==> src/rtl/dma_copy.sv <==
// Memory-to-memory copy engine: alternates bus reads and writes, using halfword
// transfers while at least two bytes remain (when enabled), byte transfers otherwise.
//
// state | meaning
// IDLE  | waiting for start; latches src/dst/len
// RD    | read request at src_cur outstanding
// WR    | write request of captured data at dst_cur outstanding
// DONE  | one-cycle completion pulse
module dma_copy #(
  parameter int HALFWORD_EN = 1
) (
  input  logic        clk,
  input  logic        rst,
  input  logic        start,
  input  logic [15:0] src,
  input  logic [15:0] dst,
  input  logic [15:0] len,
  output logic        busy,
  output logic        done,
  output logic        valid,
  output logic [15:0] addr,
  output logic [15:0] wdata,
  output logic [1:0]  wstrb,
  input  logic [15:0] rdata,
  input  logic        ready
);

  localparam bit HW = (HALFWORD_EN != 0);

  typedef enum logic [1:0] {IDLE, RD, WR, DONE} state_t;

  state_t      state, state_n;
  logic [15:0] src_cur, dst_cur, rem, data_buf;
  logic [15:0] src_n, dst_n, rem_n, buf_n;
  logic [15:0] step_cur, step_n, rem_dec;
  logic        valid_n, busy_n, done_n;
  logic [15:0] addr_n, wdata_n;
  logic [1:0]  wstrb_n;

  always_ff @(posedge clk or posedge rst) begin
    if (rst) begin
      state    <= IDLE;
      src_cur  <= '0;
      dst_cur  <= '0;
      rem      <= '0;
      data_buf <= '0;
      valid    <= 1'b0;
      busy     <= 1'b0;
      done     <= 1'b0;
      addr     <= '0;
      wdata    <= '0;
      wstrb    <= 2'b00;
    end else begin
      state    <= state_n;
      src_cur  <= src_n;
      dst_cur  <= dst_n;
      rem      <= rem_n;
      data_buf <= buf_n;
      valid    <= valid_n;
      busy     <= busy_n;
      done     <= done_n;
      addr     <= addr_n;
      wdata    <= wdata_n;
      wstrb    <= wstrb_n;
    end
  end

  always_comb begin
    state_n  = state;
    src_n    = src_cur;
    dst_n    = dst_cur;
    rem_n    = rem;
    buf_n    = data_buf;
    step_cur = (HW && rem >= 16'd2) ? 16'd2 : 16'd1;
    rem_dec  = rem - step_cur;

    case (state)
      IDLE: begin
        if (start) begin
          src_n   = src;
          dst_n   = dst;
          rem_n   = len;
          state_n = (len == 16'd0) ? DONE : RD;
        end
      end
      RD: begin
        if (ready) begin
          buf_n   = (step_cur == 16'd2) ? rdata : {8'h00, rdata[7:0]};
          state_n = WR;
        end
      end
      WR: begin
        if (ready) begin
          src_n   = src_cur + step_cur;
          dst_n   = dst_cur + step_cur;
          rem_n   = rem_dec;
          state_n = (rem_dec == 16'd0) ? DONE : RD;
        end
      end
      DONE:    state_n = IDLE;
      default: state_n = IDLE;
    endcase

    // Outputs are registered from the next-state view so they line up with the state.
    step_n  = (HW && rem_n >= 16'd2) ? 16'd2 : 16'd1;
    valid_n = (state_n == RD) || (state_n == WR);
    busy_n  = (state_n != IDLE);
    done_n  = (state_n == DONE);
    addr_n  = addr;
    wdata_n = wdata;
    wstrb_n = 2'b00;
    if (state_n == RD) begin
      addr_n = src_n;
    end else if (state_n == WR) begin
      addr_n  = dst_n;
      wdata_n = buf_n;
      wstrb_n = (step_n == 16'd2) ? 2'b11 : 2'b01;
    end
  end

endmodule

==> config.mk <==
export PLATFORM = sky130hd
export DESIGN_NAME = dma_copy
export DESIGN_NICKNAME = d
export VERILOG_FILES = /design/src/rtl/dma_copy.sv
export SDC_FILE = /design/constraint.sdc
export NUM_CORES = 1
export LEC_CHECK = 0
export CAP_MARGIN = 5
export CORE_ASPECT_RATIO = 0.75
export CORE_MARGIN = 4
export CORE_UTILIZATION = 45
export CTS_BUF_LIST = sky130_fd_sc_hd__clkbuf_8 sky130_fd_sc_hd__clkbuf_16
export DETAILED_ROUTE_END_ITERATION = 8
export MAX_ROUTING_LAYER = met4
export PLACE_DENSITY = 0.7
export SETUP_SLACK_MARGIN = 0.5
export SLEW_MARGIN = 0
export SYNTH_ARGS = -nofsm -noshare
export SYNTH_HDL_FRONTEND = slang
export SYNTH_SLANG_ARGS = --single-unit
==> constraint.sdc <==
create_clock -name clk -period 15.2 [get_ports clk]
set_input_delay 4.56 -clock clk [delete_from_list [all_inputs] [get_ports clk]]
set_output_delay 4.56 -clock clk [all_outputs]
set_load 0.1 [all_outputs]
---- Yosys cells after proc, flatten, opt, wreduce, memory -nomap -nowiden ----
Cells that the tools add are included.
word-level totals
  output and inout port bits .............. 37
  register bits after elaboration ......... 103
  input bits .............................. 68
  logic and storage cells ................. 57
operators by class
  add/subtract/negate cells ............... 3
  reductions and logical operators ........ 7
  multiplexer cells ....................... 25
  equal/unequal tests ..................... 8
  $lt $le $gt $ge ......................... 2
  bitwise operators ....................... 1
operators with widths
  kind                                                                                  number
  16-bit two-way mux                                                                    11
  16-bit one-hot mux with 2 select lines                                                3
  16-bit by 2-bit adder with 16-bit output                                              2
  16-bit by 2-bit greater-or-equal comparator with 1-bit output, second input constant  2
  16-bit logical NOT                                                                    2
  2-bit two-way mux                                                                     10
  16-bit by 2-bit subtractor with 16-bit output                                         1
  2-bit == test, second input constant                                                  6
  2-bit one-hot mux with 4 select lines                                                 1
  2-bit by 1-bit == test with 1-bit output, second input constant                       2
  2-bit nonzero test                                                                    2
  2-bit logical NOT                                                                     1
  2-bit AND reduction                                                                   1
  1-bit logical OR                                                                      1
  1-bit NOT                                                                             1

---- Depth between registers and ports, before layout ----
Gate-level depths: netlist of the first run.
  depth after elaboration ................. 11
  depth in mapped cells ................... 21
  mapped depth without buffers ............ 18

---- Worst setup path before layout of the first run ----
No wires, ideal clock.
  path kind ............................... input to register
  start ................................... in start
  end ..................................... reg addr[3]
  buffers on the path ..................... 3
  arrival ................................. 7,059 ps
  setup slack ............................. 8,016 ps
  cell stages on the path ................. 9
  library setup time ...................... 125 ps
  required time ........................... 15,075 ps
  cell sequence ........................... clkbuf_1 clkbuf_1 o311ai_0 inv_1 ha_1 inv_1 buf_1 mux2_2 mux2_2
on the way
  longest elaborated chain between the ends .. 4
  elaborated cells between the ends (all ways) .. 11
  classes of those cells .................. eq/ne: 2; mux: 8; reduce/logical: 1
ends and longest elaborated chain
  item                                                                       RTL line  text
  start, declared                                                            14        input logic start,
  2-bit two-way mux (*)                                                      79        if (start) begin
  2-bit one-hot mux with 4 select lines (*)                                  77        case (state)
  via state_n[0]                                                             32        state_t state, state_n;
  2-bit by 1-bit == test with 1-bit output or 2-bit == test (tied branches)  112, 114
  16-bit two-way mux or 2-bit nonzero test (tied branches)                   n/a
  end signal, assigned                                                       62        addr <= addr_n;
  end, declared                                                              21        output logic [15:0] addr,
Mark *: on every way through the listed nets, which the timed path passes. The rest lies on a longest branch. The select of a mux whose other input is x is not followed.
A chain may end at the register's enable or synchronous reset.

---- Worst setup path after layout of the first run ----
  start ................................... in start
  end ..................................... reg addr[11]
The elaborated chain is that of the path after synthesis.

==> flow_summary.json, run 1 <==
{
  "outcome": "finished clean",
  "min_period_ns": 7.66,
  "async_flop_share": 1.00,
  "num_rows": 36,
  "grtUsageTotal": 0.248,
  "synth_adder_area_share": 0.0322,
  "synth_cell_types": 78,
  "die_h_um": 109,
  "drt-pass1-iter-count": 6,
  "finalNonFillerCells": 890,
  "synth_area_per_cell_um2": 9.61,
  "p_leak_nw": 3.14,
  "yosys.area.top_type": "dfrtp_1",
  "synthToLayoutAreaGrowth_pct": 23.3,
  "finClkSkew_ns": 0.00859,
  "cts_made_buffers": 9,
  "min-delay-start": "data_buf[9]",
  "synthFlopType": "dfrtp_1",
  "power_density_mw_per_mm2": 268,
  "cts_resized": 0,
  "synth_cells": 638,
  "synth_area_mm2": 0.00613,
  "hold_violations": 0,
  "ant_nets": 0,
  "dr.first_iter.drc_count": 661,
  "die_area_mm2": 0.0156,
  "h-tree-depth": 3,
  "maxSlewHeadroom": 0.205,
  "die_w_um": 143,
  "synth-simple-area-share": 0.190,
  "rr_startpoint": "rem[8]",
  "path_class": "input port to register",
  "post-place-cells": 874,
  "holdPathStages": 2,
  "drv_cap": 0,
  "ys_warn_count": 0,
  "clock.fmax_mhz": 130,
  "hpwlAfterDp_um": 13100,
  "setup_viol": 0,
  "ys_ff_latch": 103,
  "ys_top_cells_by_area": "dfrtp_1 (42%), mux2_2 (5.0%), nand2_1 (3.7%)",
  "hp-class": "register to register",
  "drive_gt1_frac": 0.115,
  "synth_top_area_share": 0.420,
  "fin_setup_tns_ns": 0,
  "clk_latency_ns": 0.36,
  "synth.mux.area_fraction": 0.0830,
  "internal_power_uw": 946,
  "antenna_found_initial": 0,
  "synth_compound_area_frac": 0.216,
  "path_max_fanout": 30,
  "antenna_cells": 0,
  "p_sw_frac": 0.533,
  "port_buffers": 104,
  "grt_max_degree": 73,
  "final_common_cell": "clkdlybuf4s50_1",
  "final_cell_mix": "clkdlybuf4s50_1 (104), dfrtp_1 (102), nand2_1 (61), a21oi_1 (31), nor2_1 (30)",
  "dr_total_vias": 5576,
  "post_cts_buffers": 0,
  "grt_pass1_wl_um": 29300,
  "rsz0062_at_grt": "false",
  "synth-xor-area-share": 0.00857,
  "drc": 0,
  "pwr-share-clk": 0.124,
  "cts.path.max_buffers": 2,
  "avgRoutedWirePerCell_um": 20.7,
  "power_frac_comb": 0.595,
  "crit_start": "start",
  "ios": 105,
  "cp-end-kind": "register",
  "synth_nets": 720,
  "grt_pass1_vias": 5272,
  "initial_core_util": 0.466,
  "core_mm2": 0.0132,
  "reg2reg_depth": 15,
  "gp_congestion": 0.951,
  "hold_buffers": 0,
  "maxSlewViolCount": 0,
  "cts_root_buf": "clkbuf_16",
  "p_switching_mw": 1.08,
  "cts_tree": "yes",
  "worstMarginPinSlew_ns": 1.19,
  "totalWireLength_um": 18400,
  "clkTransAtPathRegs_ns": 0.08,
  "overflow": 0,
  "fin_crit_sh": 0.504,
  "viasPerCell": 6.27,
  "clock_sinks": 103,
  "cp.arrival_ns": 7.91,
  "critPathRequiredTime_ns": 15.44,
  "ir_worst_vdd_mv": 0.166,
  "synth_seq_area_share": 0.420,
  "synth_top_family_by_area": "compound AO/OA/AOI/OAI gates",
  "setup.worst_path.start_class": "input port",
  "seqPwrFrac": 0.281,
  "synth-edff-count": 0,
  "nNetsFinal": 796
}
-- path summary, 6_finish.rpt --
path                       slack (ns)           to
max                              7.54     addr[11]
min reg2reg                      0.47  data_buf[9]
min                              0.47  data_buf[9]
min in group asynchronous        4.54  data_buf[2]
max reg2reg                      9.23     addr[11]
max in group asynchronous        9.34     state[1]
-- stage by stage --
step,hold WS (ns),setup slack [ns],cell area (um2),utilization,total power [mW]
floorplan,0.436,7.94,6130,-,1.45
global placement,0.442,7.34,7240,0.550,1.74
detailed placement,0.453,7.23,7240,0.550,1.76
CTS,0.471,7.58,7560,0.575,2.02
global route,0.489,7.26,7560,0.575,2.15
finish,0.466,7.54,7560,0.575,2.03
-- sequential cells by signal, summed over array words and instances, names as in the netlist --
name,flops
valid,1
dst_cur,16
src_cur,16
wstrb,2
busy,1
addr,16
data_buf,16
state,2
done,1
rem,16
wdata,16
-- layout make-up --
cell class | instances | area (um2)
tap | 171 | 214
timing repair buffer | 110 | 1090
fill | 1086 | 5590
clock inverter | 7 | 100
inverter | 28 | 108
sequential | 103 | 2580
clock buffer | 9 | 225
multi-input combinational | 462 | 3250
-- synthesized netlist by cell type, drive strengths merged (3+ instances only) --
cell      n
o22a     17
a221o     6
a311oi    4
buf      19
and4b     4
nor4     15
a31oi     6
a21o      5
nand3    21
a22oi    16
nor3     11
a211o     3
nand4b    4
nand2b   11
and4      5
mux2     28
a21oi    32
nand4    11
a41o      3
xor2      4
and2      5
o221a     4
dfrtp   103
mux2i    19
o311ai    3
o211ai    3
nor2b     6
fa        3
a22o      3
nand2    68
nor2     30
o21ai    29
ha       11
or4       5
inv      28
and3      4
o22ai    26
clkbuf   26
-- power groups by stage --
| stage | sequential, mW | clock (mW) | combinational, mW |
|---|---|---|---|
| after floorplan | 0.846 | 0 | 0.604 |
| after CTS | 0.564 | 0.256 | 1.20 |
| after detailed placement | 0.567 | 0 | 1.19 |
| after global routing | 0.592 | 0.266 | 1.29 |
| final | 0.569 | 0.252 | 1.21 |
| after global placement | 0.562 | 0 | 1.18 |
-- critical path, cell delays in order --
cell and delay, ns:
clkdlybuf4s50_1 0.45, buf_4 0.34, inv_1 0.34, nor4_1 0.46, o32a_1 0.28, ha_1 0.68
inv_1 0.21, nand2_1 0.19, a211oi_1 0.08, a211o_1 0.29
-- metal layers --
metal  global-route usage  part of all wire  vias to the layer above
met1                0.372              0.48                     2728
met3               0.0596             0.091                       17
met2                0.346              0.42                      271
li1                     -                 -                     2560
met5                    -                 0                        -
met4               0.0407            0.0081                        0
-- kinds of logic (layout without fill, tap and decap cells) --
group                      after synthesis  after routing
muxes                                   47             47
AOI/OAI and AO/OA                      183            183
and+or+nand+nor                        212            212
xor gates and xnor gates                 6              6
DFF                                    103            103
buffers and inverters                   73            154
adders and majority gates               14             14
Note: power is estimated with default switching activity, not from simulation.
==> run 2: changes to the inputs <==
Clock period 15.2 ns to 7.55 ns, I/O delays scaled along.
==> run 2 against run 1 <==
Worst setup slack got worse by 6.0 ns. Clock skew rose by 0.00068 ns. Cell count rose by 0.22%. Core utilization fell by 0.14 points. Sequential power rose by 99%. Global-route usage rose by 1.1 points. Highest routed layer unchanged. Clock power rose by 83%. Sequential share of layout area rose by 0.085 points. Critical path depth rose by 6. Non-clock buffer count rose by 2.
==> flow_summary.json, run 2 (synthesis results as in run 1) <==
{
  "maxSlewViolCount": 0,
  "antenna_cells": 0,
  "maxSlewHeadroom": 0.210,
  "ios": 105,
  "place_area_mm2": 0.00725,
  "pwr-share-clk": 0.113,
  "crit_buf_inv": 2,
  "avgRoutedWirePerCell_um": 21.8,
  "p_switching_mw": 2.18,
  "num_rows": 36,
  "hp-class": "register to register",
  "drc": 0,
  "hold_violations": 0,
  "holdWs_ns": 0.463,
  "path_class": "register to register",
  "crit_slowest_cell": "or4_1",
  "antenna_found_initial": 0,
  "max_stage_delay_ns": 0.87,
  "dr.first_iter.drc_count": 626,
  "power_density_mw_per_mm2": 538,
  "fin_crit_sh": 0.797,
  "post_cts_buffers": 0,
  "drt-pass1-iter-count": 6,
  "cts_resized": 0,
  "critPathRequiredTime_ns": 7.79,
  "seqPwrFrac": 0.279,
  "clkTransAtPathRegs_ns": 0.07,
  "cts.path.max_buffers": 2,
  "power_frac_comb": 0.608,
  "p_sw_frac": 0.539,
  "die_w_um": 143,
  "setup.worst_path.start_class": "register",
  "grt_pass1_wl_um": 30400,
  "path_max_fanout": 26,
  "final_cell_mix": "clkdlybuf4s50_1 (104), dfrtp_1 (102), nand2_1 (61), a21oi_1 (31), nor2_1 (30)",
  "grt_max_degree": 61,
  "clock.fmax_mhz": 166,
  "dp_slack_ns": 1.74,
  "setup_viol": 0,
  "fin_area_mm2": 0.00754,
  "ir_worst_vdd_mv": 0.361,
  "clk_latency_ns": 0.35,
  "rsz0062_at_grt": "false",
  "min_period_ns": 6.01,
  "drv_cap": 0,
  "cts_tree": "yes",
  "die_area_mm2": 0.0156,
  "drive_gt1_frac": 0.118,
  "dr_total_vias": 5633,
  "cts_made_buffers": 9,
  "p_leak_nw": 3.13,
  "h-tree-depth": 3,
  "core_mm2": 0.0132,
  "finClkSkew_ns": 0.00927,
  "viasPerCell": 6.32,
  "cts_root_buf": "clkbuf_16",
  "final_common_cell": "clkdlybuf4s50_1",
  "port_buffers": 104,
  "cp_cell_sequence": "nor4_1 > nand2_1 > or4_1 > inv_1 > ha_1 > nor2b_1 > nor3_1 > and2_1 > xor2_1 > nor4_1 > o32a_1 > ha_1 > inv_1 > nand2_1 > a211oi_1 > a211o_1",
  "fin_setup_tns_ns": 0,
  "gp_congestion": 0.962,
  "hold_buffers": 0,
  "initial_core_util": 0.466,
  "clock_sinks": 103,
  "overflow": 0,
  "internal_power_mw": 1.87,
  "timing.final.ws_setup_ns": 1.54,
  "crit_family": "simple AND/OR/NAND/NOR gates",
  "outcome": "finished clean",
  "worstMarginPinSlew_ns": 1.18,
  "totalWireLength_um": 19400,
  "grtUsageTotal": 0.259,
  "cp-end-kind": "register",
  "ant_nets": 0,
  "die_h_um": 109,
  "synthToLayoutAreaGrowth_pct": 23.0,
  "nNetsFinal": 798,
  "fillers": 1146,
  "hpwlAfterDp_um": 13800,
  "cp.arrival_ns": 6.25,
  "grt_pass1_vias": 5402,
  "p_total_mw": 4.06
}
## run 2: cell types whose count changed in the layout (fill, tap and decap cells not counted), sizes merged
cell	delta
buf	+2
clkinvlp	+1
bufinv	-1
## run 2: layout make-up
class | count | area [um2] | area share
clock buffers | 9 | 225 | 0.0299
well taps | 171 | 214 | 0.0284
multi-input cells | 462 | 3250 | 0.431
inverters | 28 | 108 | 0.0143
clock inverters | 7 | 66.3 | 0.00879
flip-flops and latches | 103 | 2580 | 0.342
repair buffers | 112 | 1100 | 0.146
## run 2: routing by layer
metal / track usage / vias up / wire [um]
li1: - / 2569 / -
met1: 0.386 / 2731 / 9160
met2: 0.354 / 313 / 8050
met3: 0.0688 / 20 / 2030
met4: 0.0516 / 0 / 186
met5: - / - / 0
## run 2: power by group through the flow
stage               Combinational (mW)  Clock (mW)  Sequential [mW]
floorplan                         1.22           0             1.70
CTS                               2.45       0.469             1.12
finish                            2.47       0.460             1.13
global route                      2.63       0.490             1.17
detailed placement                2.43           0             1.12
global placement                  2.41           0             1.11
## run 2: final timing paths
kind | from | end | slack (ns) | cells after the start
worst max-delay path | rem[13] | addr[11] | 1.54 | 16
worst min-delay path | data_buf[15] | data_buf[15] | 0.46 | 2
max in group asynchronous | rst | state[1] | 3.99 | 3
min in group asynchronous | rst | addr[6] | 2.36 | 2
worst min register to register | data_buf[15] | data_buf[15] | 0.46 | 2
worst max register to register | rem[13] | addr[11] | 1.54 | 16
## run 2: through the flow
step / utilization / cells
after floorplan: - / 638
after global routing: 0.573 / 892
after global placement: 0.551 / 876
after detailed placement: 0.551 / 876
after CTS: 0.573 / 892
final: 0.573 / 892
## run 2: tightest hold or removal path, delay by kind of cell, from the launching register on
family | cells | cell delay (ns)
flip-flops | 1 | 0.32
AND/OR/NAND/NOR | 1 | 0.05
AO/OA/AOI/OAI | 1 | 0.05
==> RTL change: new RTL, settings of run 2 <==
Encoding of `state_t`: now Gray code (2 bits for 4 states).
--- a/src/rtl/dma_copy.sv
+++ b/src/rtl/dma_copy.sv
@@ -27,7 +27,7 @@
 
   localparam bit HW = (HALFWORD_EN != 0);
 
-  typedef enum logic [1:0] {IDLE, RD, WR, DONE} state_t;
+  typedef enum logic [1:0] {IDLE = 2'b00, RD = 2'b01, WR = 2'b11, DONE = 2'b10} state_t;
 
   state_t      state, state_n;
   logic [15:0] src_cur, dst_cur, rem, data_buf;
Check against the original RTL: no difference found for any inputs over 4 cycles, from zero or initial values and one cycle with rst high; so few cycles prove little.
==> RTL change against run 2 <==
  * Critical path depth fell by 8
  * Largest cell class unchanged
  * Sequential cell count unchanged
  * Total power down 7.0%
  * Routed wire length grew 2.5%
  * Worst setup slack improved by 610 ps
  * Die area down 0.72%
  * Area after synthesis is 0.78% lower
  * Global-route usage increased by 1.1 points
  * First-iteration DRC count is 18% higher
  * Worst hold slack better by 11 ps
  * Cell area increased by 0.35%
==> RTL change: results (changes against run 2) <==
\begin{tabular}{lr}
\hline
Metric & Value \\
\hline
\multicolumn{2}{l}{\textbf{Drt}} \\
\quad Total detailed-routing wirelength & 19.9 mm (+2.5\%) \\
\quad Vias per cell & 6.27 (-0.70\%) \\
\quad Routed wire per std cell & 21.3 um (-2.1\%) \\
\quad Number of DRC violations after detailed-routing iteration 0 & 737 (+18\%) \\
\multicolumn{2}{l}{\textbf{Finish}} \\
\quad Number of inverters outside the clock class in the layout & 32 (+14\%) \\
\quad Seq cells & 103 (unchanged) \\
\quad Layout multi-input combinational cell count & 499 (+8.0\%) \\
\quad Repair and plain buffers & 113 (+0.89\%) \\
\quad Non-clock buffer contribution to total cell area & 14.6\% (+0.048 points) \\
\quad Share of final layout cell area taken by clock buffers and inverters & 4.27\% (+0.40 points) \\
\quad Final net count & 840 (+5.3\%) \\
\quad Fraction of layout cells with a size suffix above 1 & 7.21\% (-4.6 points) \\
\quad Sequential cell area & 2580 sq um (about the same) \\
\multicolumn{2}{l}{\textbf{Synthesis}} \\
\quad Number of nets produced by synthesis & 756 (+5.0\%) \\
\multicolumn{2}{l}{\textbf{STA}} \\
\quad Time the final worst path needs with I/O delays and setup & 5400 ps (-613 ps) \\
\quad Part of the cycle the worst path needs & 71.5\% (-8.1 points) \\
\multicolumn{2}{l}{\textbf{Place}} \\
\quad Final weighted congestion in routability-driven placement & 0.973 (+1.1\%) \\
\quad Placed Area & 7250 sq um (about the same) \\
\quad Post-DP HPWL & 14.0 mm (+1.5\%) \\
\multicolumn{2}{l}{\textbf{Critical path}} \\
\quad Delay of the slowest critical-path stage & 1060 ps (+190 ps) \\
\quad CP max-delay cell & sky130\_fd\_sc\_hd\_\_clkdlybuf4s50\_1 \\
\quad Critical path arrival & 5650 ps (-600 ps) \\
\multicolumn{2}{l}{\textbf{Outcome}} \\
\quad Run status & completed \\
\multicolumn{2}{l}{\textbf{GRT}} \\
\quad Vias in the first global route & 5,601 (+3.7\%) \\
\quad Wire length of the first global-routing pass & 31.5 mm (+3.8\%) \\
\quad Pin count of the biggest net entering global routing & 59 (-3.3\%) \\
\multicolumn{2}{l}{\textbf{Power}} \\
\quad Max VDD drop & 0.358 mV (-0.97\%) \\
\hline
\end{tabular}
-- RTL change: changes by cell type in the layout (fill, tap and decap cells not counted), sizes merged, moves of 12 or more --
cell | before | now
o31ai | 1 | 18
o22ai | 26 | 6
o21ai | 29 | 47
nor3b | 2 | 14
nand2 | 68 | 99
o22a | 17 | 0
-- RTL change: final timing paths --
path / cells after the start / startpoint / endpoint / slack, ps
worst max register to register: 13 / rem[8] / wdata[1] / 2670
worst min-delay path: 2 / data_buf[3] / data_buf[3] / 470
max in group asynchronous: 3 / rst / state[0] / 4060
min in group asynchronous: 2 / rst / addr[6] / 2370
worst max-delay path: 8 / start / wstrb[1] / 2150
worst min register to register: 2 / data_buf[3] / data_buf[3] / 470
-- RTL change: metrics by stage --
stage                     hold WS, ps  power (mW)  worst slack [ps]
after CTS                         477        3.75              2190
final                             474        3.77              2150
after global routing              492        3.99              1950
after global placement            449        3.19              1770
after detailed placement          458        3.23              1820
after floorplan                   436        2.61              2580
-- RTL change: where the power goes --
part           switching (mW)  internal (mW)
Combinational            1.60          0.692
Clock                   0.241          0.269
Sequential              0.199          0.776
-- RTL change: logic make-up after synthesis --
logic type | after synthesis
buf+inv | 72
compound gates | 191
xor+xnor | 3
flops | 103
mux | 32
fa+ha+maj | 14
simple gates | 259
-- RTL change: critical path, delay by kind of cell --
kind	cells	cell delay [ps]
AO/OA/AOI/OAI	3	590
buffers and inverters	1	1060
AND/OR/NAND/NOR	4	1720
-- RTL change: per-layer routing --
layer  vias to the layer above  wire (um)  global-route usage (%)
li1                       2654          -                       -
met1                      2853       9340                    39.9
met2                       320       8440                    38.6
met3                        30       1880                    5.17
met4                         0        257                    5.75
met5                         -          0                       -
